`config.mk`:
```
export PLATFORM = sky130hd
export DESIGN_NAME = registro_datos_arb
export DESIGN_NICKNAME = d
export VERILOG_FILES = /design/src/rtl/registro_datos_pkg.sv /design/src/rtl/registro_datos_arb_rr_arbiter.sv /design/src/rtl/registro_datos_arb.sv
export SDC_FILE = /design/constraint.sdc
export NUM_CORES = 1
export LEC_CHECK = 0
export CAP_MARGIN = 20
export CORE_ASPECT_RATIO = 2
export CORE_MARGIN = 1.5
export CORE_UTILIZATION = 50
export DETAILED_ROUTE_END_ITERATION = 7
export GPL_ROUTABILITY_DRIVEN = 1
export PLACE_DENSITY = 0.79
export SLEW_MARGIN = 20
export SYNTH_ARGS = -nofsm -noshare
export SYNTH_HDL_FRONTEND = slang
export SYNTH_HIERARCHICAL = 1
export SYNTH_SLANG_ARGS = --single-unit
```
`constraint.sdc`:
```
create_clock -name clk_i -period 2.7 [get_ports clk_i]
set_input_delay 0.54 -clock clk_i [delete_from_list [all_inputs] [get_ports clk_i]]
set_output_delay 0.54 -clock clk_i [all_outputs]
set_load 0.05 [all_outputs]
```
`src/rtl/registro_datos_pkg.sv`:
```
// -----------------------------------------------------------------------------
// registro_datos_pkg
// Shared constants and helpers for the multi-channel UART data register.
//   REGDAT_DATA_W / REGDAT_N_CH / REGDAT_DEPTH : default parameter values
//   REGDAT_MAX_CH                              : upper bound on writer channels
//   gnt_vec_t                                  : one-hot grant vector, max width
//   clog2_safe()                               : $clog2 that never returns 0
// -----------------------------------------------------------------------------
package registro_datos_pkg;

   localparam int REGDAT_DATA_W = 8;
   localparam int REGDAT_N_CH   = 2;
   localparam int REGDAT_DEPTH  = 4;
   localparam int REGDAT_MAX_CH = 8;

   typedef logic [REGDAT_MAX_CH-1:0] gnt_vec_t;

   // Index width for n items; a single channel still needs a 1-bit index.
   function automatic int clog2_safe(input int n);
      return (n <= 2) ? 1 : $clog2(n);
   endfunction

endpackage

```
`src/rtl/registro_datos_arb_rr_arbiter.sv`:
```
// -----------------------------------------------------------------------------
// rr_arbiter
// Round-robin arbiter with a rotating start pointer.
//   clk_i, reset_i : clock, asynchronous active-high reset
//   req            : request vector (one bit per channel)
//   enable         : grants are only issued while high
//   gnt            : one-hot grant (all zero when nothing granted)
//   gnt_idx        : binary index of the granted channel
// The search begins at the pointer and wraps modulo N_CH; after a grant the
// pointer moves to the channel just past the winner, otherwise it holds.
// -----------------------------------------------------------------------------
module rr_arbiter
   import registro_datos_pkg::*;
#(
   parameter  int N_CH  = REGDAT_N_CH,
   localparam int IDX_W = clog2_safe(N_CH)
) (
   input  logic             clk_i,
   input  logic             reset_i,
   input  logic [N_CH-1:0]  req,
   input  logic             enable,
   output logic [N_CH-1:0]  gnt,
   output logic [IDX_W-1:0] gnt_idx
);

   logic [IDX_W-1:0] ptr_q, ptr_d;
   logic             found;
   int               c;

   // NOTE: every signal written here gets a default first, so no path leaves
   // a value unassigned and no latch is inferred.
   always_comb begin
      gnt     = '0;
      gnt_idx = '0;
      found   = 1'b0;
      ptr_d   = ptr_q;
      c       = 0;
      for (int k = 0; k < N_CH; k++) begin
         c = int'(ptr_q) + k;
         if (c >= N_CH) c = c - N_CH;
         if (enable && !found && req[c]) begin
            found   = 1'b1;
            gnt[c]  = 1'b1;
            gnt_idx = IDX_W'(c);
            ptr_d   = (c == N_CH - 1) ? '0 : IDX_W'(c + 1);
         end
      end
   end

   // NOTE: state registers use non-blocking assignment so every flop samples
   // the pre-edge values regardless of block ordering.
   always_ff @(posedge clk_i or posedge reset_i) begin
      if (reset_i) ptr_q <= '0;
      else         ptr_q <= ptr_d;
   end

endmodule

```
`src/rtl/registro_datos_arb.sv`:
```
// -----------------------------------------------------------------------------
// registro_datos_arb
// N_CH writer channels post words into per-channel holding registers; a
// round-robin arbiter moves them into a DEPTH-entry first-word-fall-through
// FIFO that drains to the UART transmitter over valid/ready.
//   clk_i, reset_i : clock, asynchronous active-high reset
//   data_i, we_i   : channel i word at [i*DATA_W +: DATA_W] and its strobe
//   busy_o         : holding register i occupied
//   drop_o         : one-cycle pulse, write on channel i discarded
//   data_o,valid_o : FIFO head word / FIFO non-empty
//   ready_i        : consumer accepts the head this cycle
//   last_o         : last word pushed into the FIFO
//   count_o,full_o : FIFO occupancy / occupancy == DEPTH
//   parity_o       : even parity of the head word (REGDAT_PARITY_EN only)
// Build option: define REGDAT_PARITY_EN to store a parity bit per entry.
// -----------------------------------------------------------------------------
module registro_datos_arb
   import registro_datos_pkg::*;
#(
   parameter  int DATA_W = REGDAT_DATA_W,
   parameter  int N_CH   = REGDAT_N_CH,
   parameter  int DEPTH  = REGDAT_DEPTH,
   localparam int CNT_W  = $clog2(DEPTH + 1),
   localparam int PTR_W  = $clog2(DEPTH),
   localparam int IDX_W  = clog2_safe(N_CH)
) (
   input  logic                   clk_i,
   input  logic                   reset_i,
   input  logic [N_CH*DATA_W-1:0] data_i,
   input  logic [N_CH-1:0]        we_i,
   output logic [N_CH-1:0]        busy_o,
   output logic [N_CH-1:0]        drop_o,
   output logic [DATA_W-1:0]      data_o,
   output logic                   valid_o,
   input  logic                   ready_i,
   output logic [DATA_W-1:0]      last_o,
   output logic [CNT_W-1:0]       count_o,
   output logic                   full_o
`ifdef REGDAT_PARITY_EN
   ,
   output logic                   parity_o
`endif
);

`ifdef REGDAT_PARITY_EN
   localparam int ENT_W = DATA_W + 1;
`else
   localparam int ENT_W = DATA_W;
`endif

   logic [DATA_W-1:0] hold_q [N_CH];
   logic [DATA_W-1:0] hold_d [N_CH];
   logic [N_CH-1:0]   busy_q, busy_d, drop_q, drop_d;
   logic [N_CH-1:0]   gnt;
   logic [IDX_W-1:0]  gnt_idx;
   logic              push, pop;
   logic [DATA_W-1:0] push_word;
   logic [ENT_W-1:0]  push_entry, head;
   logic [ENT_W-1:0]  mem [DEPTH];
   logic [PTR_W-1:0]  wr_ptr_q, rd_ptr_q;
   logic [CNT_W-1:0]  count_q;
   logic [DATA_W-1:0] last_q;

   // Disabling the arbiter while full is what blocks a push even when a pop
   // frees a slot in the same cycle; the held word goes in one cycle later.
   rr_arbiter #(.N_CH(N_CH)) u_arb (
      .clk_i   (clk_i),
      .reset_i (reset_i),
      .req     (busy_q),
      .enable  (~full_o),
      .gnt     (gnt),
      .gnt_idx (gnt_idx)
   );

   assign full_o    = (count_q == CNT_W'(DEPTH));
   assign valid_o   = (count_q != '0);
   assign push      = |gnt;
   assign pop       = valid_o & ready_i;
   assign push_word = hold_q[gnt_idx];

`ifdef REGDAT_PARITY_EN
   assign push_entry = {^push_word, push_word};
`else
   assign push_entry = push_word;
`endif

   // A write is accepted into an empty slot, or into the slot being granted
   // this cycle (its old word leaves as the new one arrives).
   always_comb begin
      for (int i = 0; i < N_CH; i++) begin
         hold_d[i] = hold_q[i];
         busy_d[i] = busy_q[i];
         drop_d[i] = 1'b0;
         if (we_i[i]) begin
            if (!busy_q[i] || gnt[i]) begin
               hold_d[i] = data_i[i*DATA_W +: DATA_W];
               busy_d[i] = 1'b1;
            end else begin
               drop_d[i] = 1'b1;
            end
         end else if (gnt[i]) begin
            busy_d[i] = 1'b0;
         end
      end
   end

   always_ff @(posedge clk_i or posedge reset_i) begin
      if (reset_i) begin
         busy_q <= '0;
         drop_q <= '0;
         for (int i = 0; i < N_CH; i++) hold_q[i] <= '0;
      end else begin
         busy_q <= busy_d;
         drop_q <= drop_d;
         for (int i = 0; i < N_CH; i++) hold_q[i] <= hold_d[i];
      end
   end

   always_ff @(posedge clk_i or posedge reset_i) begin
      if (reset_i) begin
         wr_ptr_q <= '0;
         rd_ptr_q <= '0;
         count_q  <= '0;
         last_q   <= '0;
      end else begin
         if (push) begin
            wr_ptr_q <= wr_ptr_q + PTR_W'(1);
            last_q   <= push_word;
         end
         if (pop) rd_ptr_q <= rd_ptr_q + PTR_W'(1);
         case ({push, pop})
            2'b10:   count_q <= count_q + CNT_W'(1);
            2'b01:   count_q <= count_q - CNT_W'(1);
            default: count_q <= count_q;
         endcase
      end
   end

   // NOTE: the storage array has no reset; stale entries are never visible
   // because the head outputs are forced to zero whenever the FIFO is empty.
   always_ff @(posedge clk_i) begin
      if (push) mem[wr_ptr_q] <= push_entry;
   end

   assign head    = mem[rd_ptr_q];
   assign data_o  = valid_o ? head[DATA_W-1:0] : '0;
   assign busy_o  = busy_q;
   assign drop_o  = drop_q;
   assign last_o  = last_q;
   assign count_o = count_q;

`ifdef REGDAT_PARITY_EN
   assign parity_o = valid_o ? head[DATA_W] : 1'b0;
`endif

endmodule

```
# [Word-level counts from Yosys, hierarchy flattened]
# Memory sizes are Yosys's and may differ from the RTL's.
# Cells that the tools add are included.
[word_totals] elab_cells=96 mem_bits_ro=0 memories=1 latch_bits=0 ram_bits=32 out_inout_bits=25 regBits=36
[mem_list] name="mem" depth=4 word_bits=8 read_ports=1 rd_clocked_by_memory_dff=0 write_ports=1 line="registro_datos_arb.sv:59" source="logic [ENT_W-1:0] mem [DEPTH];"
[op_classes] div=0 add_sub_neg=9 bitwise=4 n_eq_ne=7 magnitude_cmp=7 multipliers=0 muxes=38 n_shift=0 reduce_logical=20
[ops] cell="== test 32 x 2 -> 1 bit (second input constant)" n=2
[ops] cell="greater-or-equal comparator 32 x 1 -> 1 bit (second input constant)" n=2
[ops] cell="< comparator 32 x 3 -> 1 bit (second input constant)" n=2
[ops] cell="2-to-1 mux 32 bit" n=2
[ops] cell="greater-or-equal comparator 32 x 3 -> 1 bit (second input constant)" n=1
[ops] cell="2-to-1 mux 8 bit" n=4
[ops] cell="subtractor 32 x 3 -> 32 bit (second input constant)" n=1
[ops] cell="2-to-1 mux 1 bit" n=27
[ops] cell="AND reduction 2 bit" n=4
[ops] cell="nonzero test 2 bit" n=4
[ops] cell="one-hot mux 3 bit (2 select lines)" n=1
[ops] cell="logical AND 1 bit" n=5
[ops] cell="adder 2 x 1 -> 2 bit (second input constant)" n=2
[ops] cell="2-to-1 mux 2 bit" n=2
[ops] cell="inequality test 2 x 1 -> 1 bit (second input constant)" n=2
[ops] cell="adder 3 x 1 -> 3 bit (second input constant)" n=1
[ops] cell="== test 3 bit (second input constant)" n=1
[ops] cell="zero test 1 bit" n=3
[ops] cell="nonzero test 3 bit" n=1
[ops] cell="subtractor 1 x 2 -> 3 bit (second input constant)" n=1
[ops] cell="subtractor 3 x 1 -> 3 bit (second input constant)" n=1
[ops] cell="adder 1 bit (second input constant)" n=2
[ops] cell="adder 1 x 1 -> 2 bit (second input constant)" n=1
[ops] cell="demux 1 bit (select 1 bit)" n=2
[ops] cell="other kinds (10)" n=11

# [Logic depth before layout (Yosys ltp)]
[logic_depth] word_depth=15 depth_mapped=13

# [By module]
# Netlist, hierarchy kept.
[by_module_without_submodules] module="registro_datos_arb" cells_each=181 seq_area_each_um2=1836.8 n_inst=1 area_each_um2=2767.7
[by_module_without_submodules] module="rr_arbiter" cells_each=10 seq_area_each_um2=25.0 n_inst=1 area_each_um2=70.1

# [Worst setup path after synthesis]
# No wires, ideal clock.
[synth_path] path_kind="reg2reg" start="register count_q[0] (netlist: count_o[0])" end="register count_q[2] (netlist: count_o[2])" t_arrival_ps=2542 slack_ps=76 path_stages_with_launch=14 required_ps=2618 synth_period_minus_slack_ps=2624 setup_time_ps=82 n_path_buf=1 path_cell_list="dfrtp_1 > nor2_1 > nand2_1 > nand2_1 > a21oi_1 > or2_2 > clkbuf_1 > inv_2 > ha_1 > inv_1 > fa_1 > xor2_1 > nor2_1 > xor2_1"
[synth_via] elab_chain_len=11
[synth_lines] element="start, declared" line="registro_datos_arb.sv:61" source="logic [CNT_W-1:0] count_q;"
[synth_lines] element="start signal, assigned" line="registro_datos_arb.sv:132" source="2'b10: count_q <= count_q + CNT_W'(1);"
[synth_lines] element="start signal, assigned" line="registro_datos_arb.sv:133" source="2'b01: count_q <= count_q - CNT_W'(1);"
[synth_lines] element="start signal, assigned" line="registro_datos_arb.sv:134" source="default: count_q <= count_q;"
[synth_lines] element="== test 3 bit *" line="registro_datos_arb.sv:75" source="assign full_o = (count_q == CNT_W'(DEPTH));"
[synth_lines] element="NOT 1 bit *" line="registro_datos_arb.sv:70" source=".enable (~full_o),"
[synth_lines] element="logical AND 1 bit" line="registro_datos_arb_rr_arbiter.sv:41" source="if (enable && !found && req[c]) begin"
[synth_lines] element="2-to-1 mux 1 bit" line="registro_datos_arb_rr_arbiter.sv:41"
[synth_lines] element="zero test 1 bit" line="registro_datos_arb_rr_arbiter.sv:41"
[synth_lines] element="logical AND 1 bit (2 in series)" line="registro_datos_arb_rr_arbiter.sv:41"
[synth_lines] element="2-to-1 mux 2 bit *" line="registro_datos_arb_rr_arbiter.sv:41"
[synth_lines] element="via gnt[0]" line="registro_datos_arb.sv:54" source="logic [N_CH-1:0] gnt;"
[synth_lines] element="OR reduction 2 bit *" line="registro_datos_arb.sv:77" source="assign push = |gnt;"
[synth_lines] element="== test 2 x 1 -> 1 bit or == test 2 bit (tied branches)" line="registro_datos_arb.sv:131" source="case ({push, pop})"
[synth_lines] element="one-hot mux 3 bit (2 select lines) or nonzero test 2 bit (tied branches)"
# The timed path passes the listed nets; every way through them passes the cells marked *.
# A chain may end at the register's enable or synchronous reset.

# [Worst setup path after layout]
[layout_path] start="register count_q[0] (netlist: count_o[0])" end="output port valid_o"
[layout_via] elab_chain_len=1
[layout_lines] element="nonzero test 3 bit" line="registro_datos_arb.sv:76" source="assign valid_o = (count_q != '0);"
[layout_lines] element="end, declared" line="registro_datos_arb.sv:34" source="output logic valid_o,"
# Every way passes these cells.

==> results_dict.tcl <==
set metrics [dict create \
    grt_max_degree 36 \
    synth_seq_cells 68 \
    maxSlewViolCount 0 \
    drcViolationCount 0 \
    vias 1600 \
    finalSetupTns_ns 0 \
    nets 273 \
    yosysTopAreaCell "edfxtp_1" \
    rsz0062_at_grt "false" \
    post_cts_resized 0 \
    syn_area_per_cell_um2 14.9 \
    antenna_found_initial 0 \
    grt_pass1_vias 1694 \
    routedWlPerCell_um 14.8 \
    required_ns 2.16 \
    dieArea_mm2 0.00616 \
    grt_first_pass_wirelength_um 7780 \
    fmax_mhz 402 \
    worstMarginPinSlew_ns 0.523 \
    diodes 0 \
    reg2reg_depth 12 \
    synthTopCellsByCount "dfrtp_1 (36), edfxtp_1 (32), nor2_1 (28)" \
    endpoint_kind "primary output" \
    dp_hpwl_um 3530 \
    synth-main-ff-cell "dfrtp_1" \
    hold_viol_final 0 \
    fillers 399 \
    cts_tree "done" \
    area_growth_pct 25.0 \
    start_util_pct 51.9 \
    period_share_pct 92.1 \
    clkSinkCount 68 \
    post_cts_buffers 0 \
    yosys_warnings 6 \
    grt_usage_pct 16.9 \
    ios 46 \
    overflow 0 \
    viasPerCell 5.14 \
    core_area_mm2 0.00547 \
    clk_transition_reported_paths_ns 0.07 \
    cts_buffers 9 \
    hp-class "input port to asynchronous set/reset pin" \
    netlist_area_mm2 0.00284 \
    synth_top_cell_area_share_pct 33.9 \
    cts_root_buf "clkbuf_8" \
    cap_viol_max_count 0 \
    fp-row-count 38 \
    fp.dieH_um 110 \
    drtIter0Drc 31 \
    clk_latency_ns 0.33 \
    synth_area_leaders "edfxtp_1 (34%), dfrtp_1 (32%), mux2_2 (9.5%)" \
    syn_nets 218 \
    antenna_left 0 \
    setup_viol 0 \
    cp-start-kind "flop" \
    slew_headroom_pct 65.0 \
    synthCells 191 \
    outcome "finished, final reports clean" \
    critPathKind "flop to primary output" \
    crit_arrival_ns 1.95 \
    port_buffers 45 \
    wl_um 4590 \
    ctsHoldBuffers 0 \
    fin_skew_ns 0.00559 \
    synth.distinct_cells 27 \
    cts.path.max_buffers 2 \
    gp_congestion 0.770 \
    htree_levels 3 \
    firstDrtPassIters 4 \
    synthArstFlopShare_pct 52.9 \
    ys_seq_area_share_pct 65.6 \
    die_width_um 56.3 \
    final.min_clock_period_ns 2.49 \
    cp_max_fo 11 \
    synth_most_common_cell "dfrtp_1" \
    synth_enable_flop_cells 32 \
    drive_above_1_share_pct 25.9 \
]
-- critical path, cell delays in order (launching register included) --
cell	delay (ns)
dfrtp_1	0.43
or3_4	0.47
clkdlybuf4s50_1	0.72
-- metrics by stage --
step           instances  utilization (%)  hold slack [ns]  setup WS, ns  cell area, um^2
2_1_floorplan        191                -            0.269        0.0765             2840
3_3_place_gp         295             61.1            0.482         0.454             3340
3_5_place_dp         295             61.1            0.487         0.370             3340
4_1_cts              311             64.9            0.378         0.186             3550
5_1_grt              311             64.9            0.368         0.101             3550
6_report             311             64.9            0.386         0.213             3550
-- placed cells by master, fill, tap and decap left out, types with 2 or more instances in the layout --
master / instances
bufinv_16: 2
buf_4: 13
clkinv_2: 3
nand2b_1: 2
clkbuf_8: 9
nor2_1: 28
a21oi_1: 3
inv_1: 11
nand2_1: 8
xor2_1: 3
xnor2_1: 3
and2_1: 12
clkdlybuf4s50_1: 37
ha_1: 5
mux4_2: 8
mux2_2: 24
edfxtp_1: 32
dfrtp_1: 36
-- flip-flops by register name, indices dropped and copies added, names as in the netlist --
register / cells
count_o: 3
busy_o: 2
rd_ptr_q: 2
last_o: 8
wr_ptr_q: 2
mem: 32
hold_q: 16
drop_o: 2
u_arb/ptr_q: 1
-- area by class of cell --
cell class | count | area [um^2] | area share, %
clock buffer | 10 | 128 | 3.60
inverter | 12 | 45.0 | 1.27
multi-input combinational | 105 | 890 | 25.1
timing repair buffer | 50 | 468 | 13.2
clock inverter | 6 | 78.8 | 2.22
sequential | 68 | 1860 | 52.5
tap | 60 | 75.1 | 2.12
-- worst paths after layout --
check,from,end,slack [ns]
worst max-delay path,count_o[0],valid_o,0.21
worst min-delay path,reset_i,u_arb/ptr_q,0.39
worst max register to register,count_o[0],count_o[2],0.40
worst min register to register,hold_q[7],hold_q[7],0.50
max in group asynchronous,reset_i,last_o[3],1.73
min in group clk_i,hold_q[7],hold_q[7],0.50
-- cell families after synthesis --
group | count (synthesis) | share of synthesized area (%)
flops | 68 | 65.6
mux | 33 | 16.2
xor+xnor | 6 | 1.85
buf+inv | 18 | 3.04
compound gates | 5 | 1.01
fa+ha+maj | 6 | 2.91
simple gates | 55 | 9.35
-- per-layer routing --
| metal | vias up | global-route usage [%] | wire [um] |
|---|---|---|---|
| li1 | 768 | - | - |
| met4 | 0 | 7.65 | 68 |
| met3 | 7 | 4.12 | 136 |
| met2 | 30 | 32.0 | 2700 |
| met5 | - | 0 | 0 |
| met1 | 795 | 17.2 | 1690 |
Power is left out: the tool's default activity adds up to more than one toggle a clock period on the data nets, which glitch-free logic cannot reach.
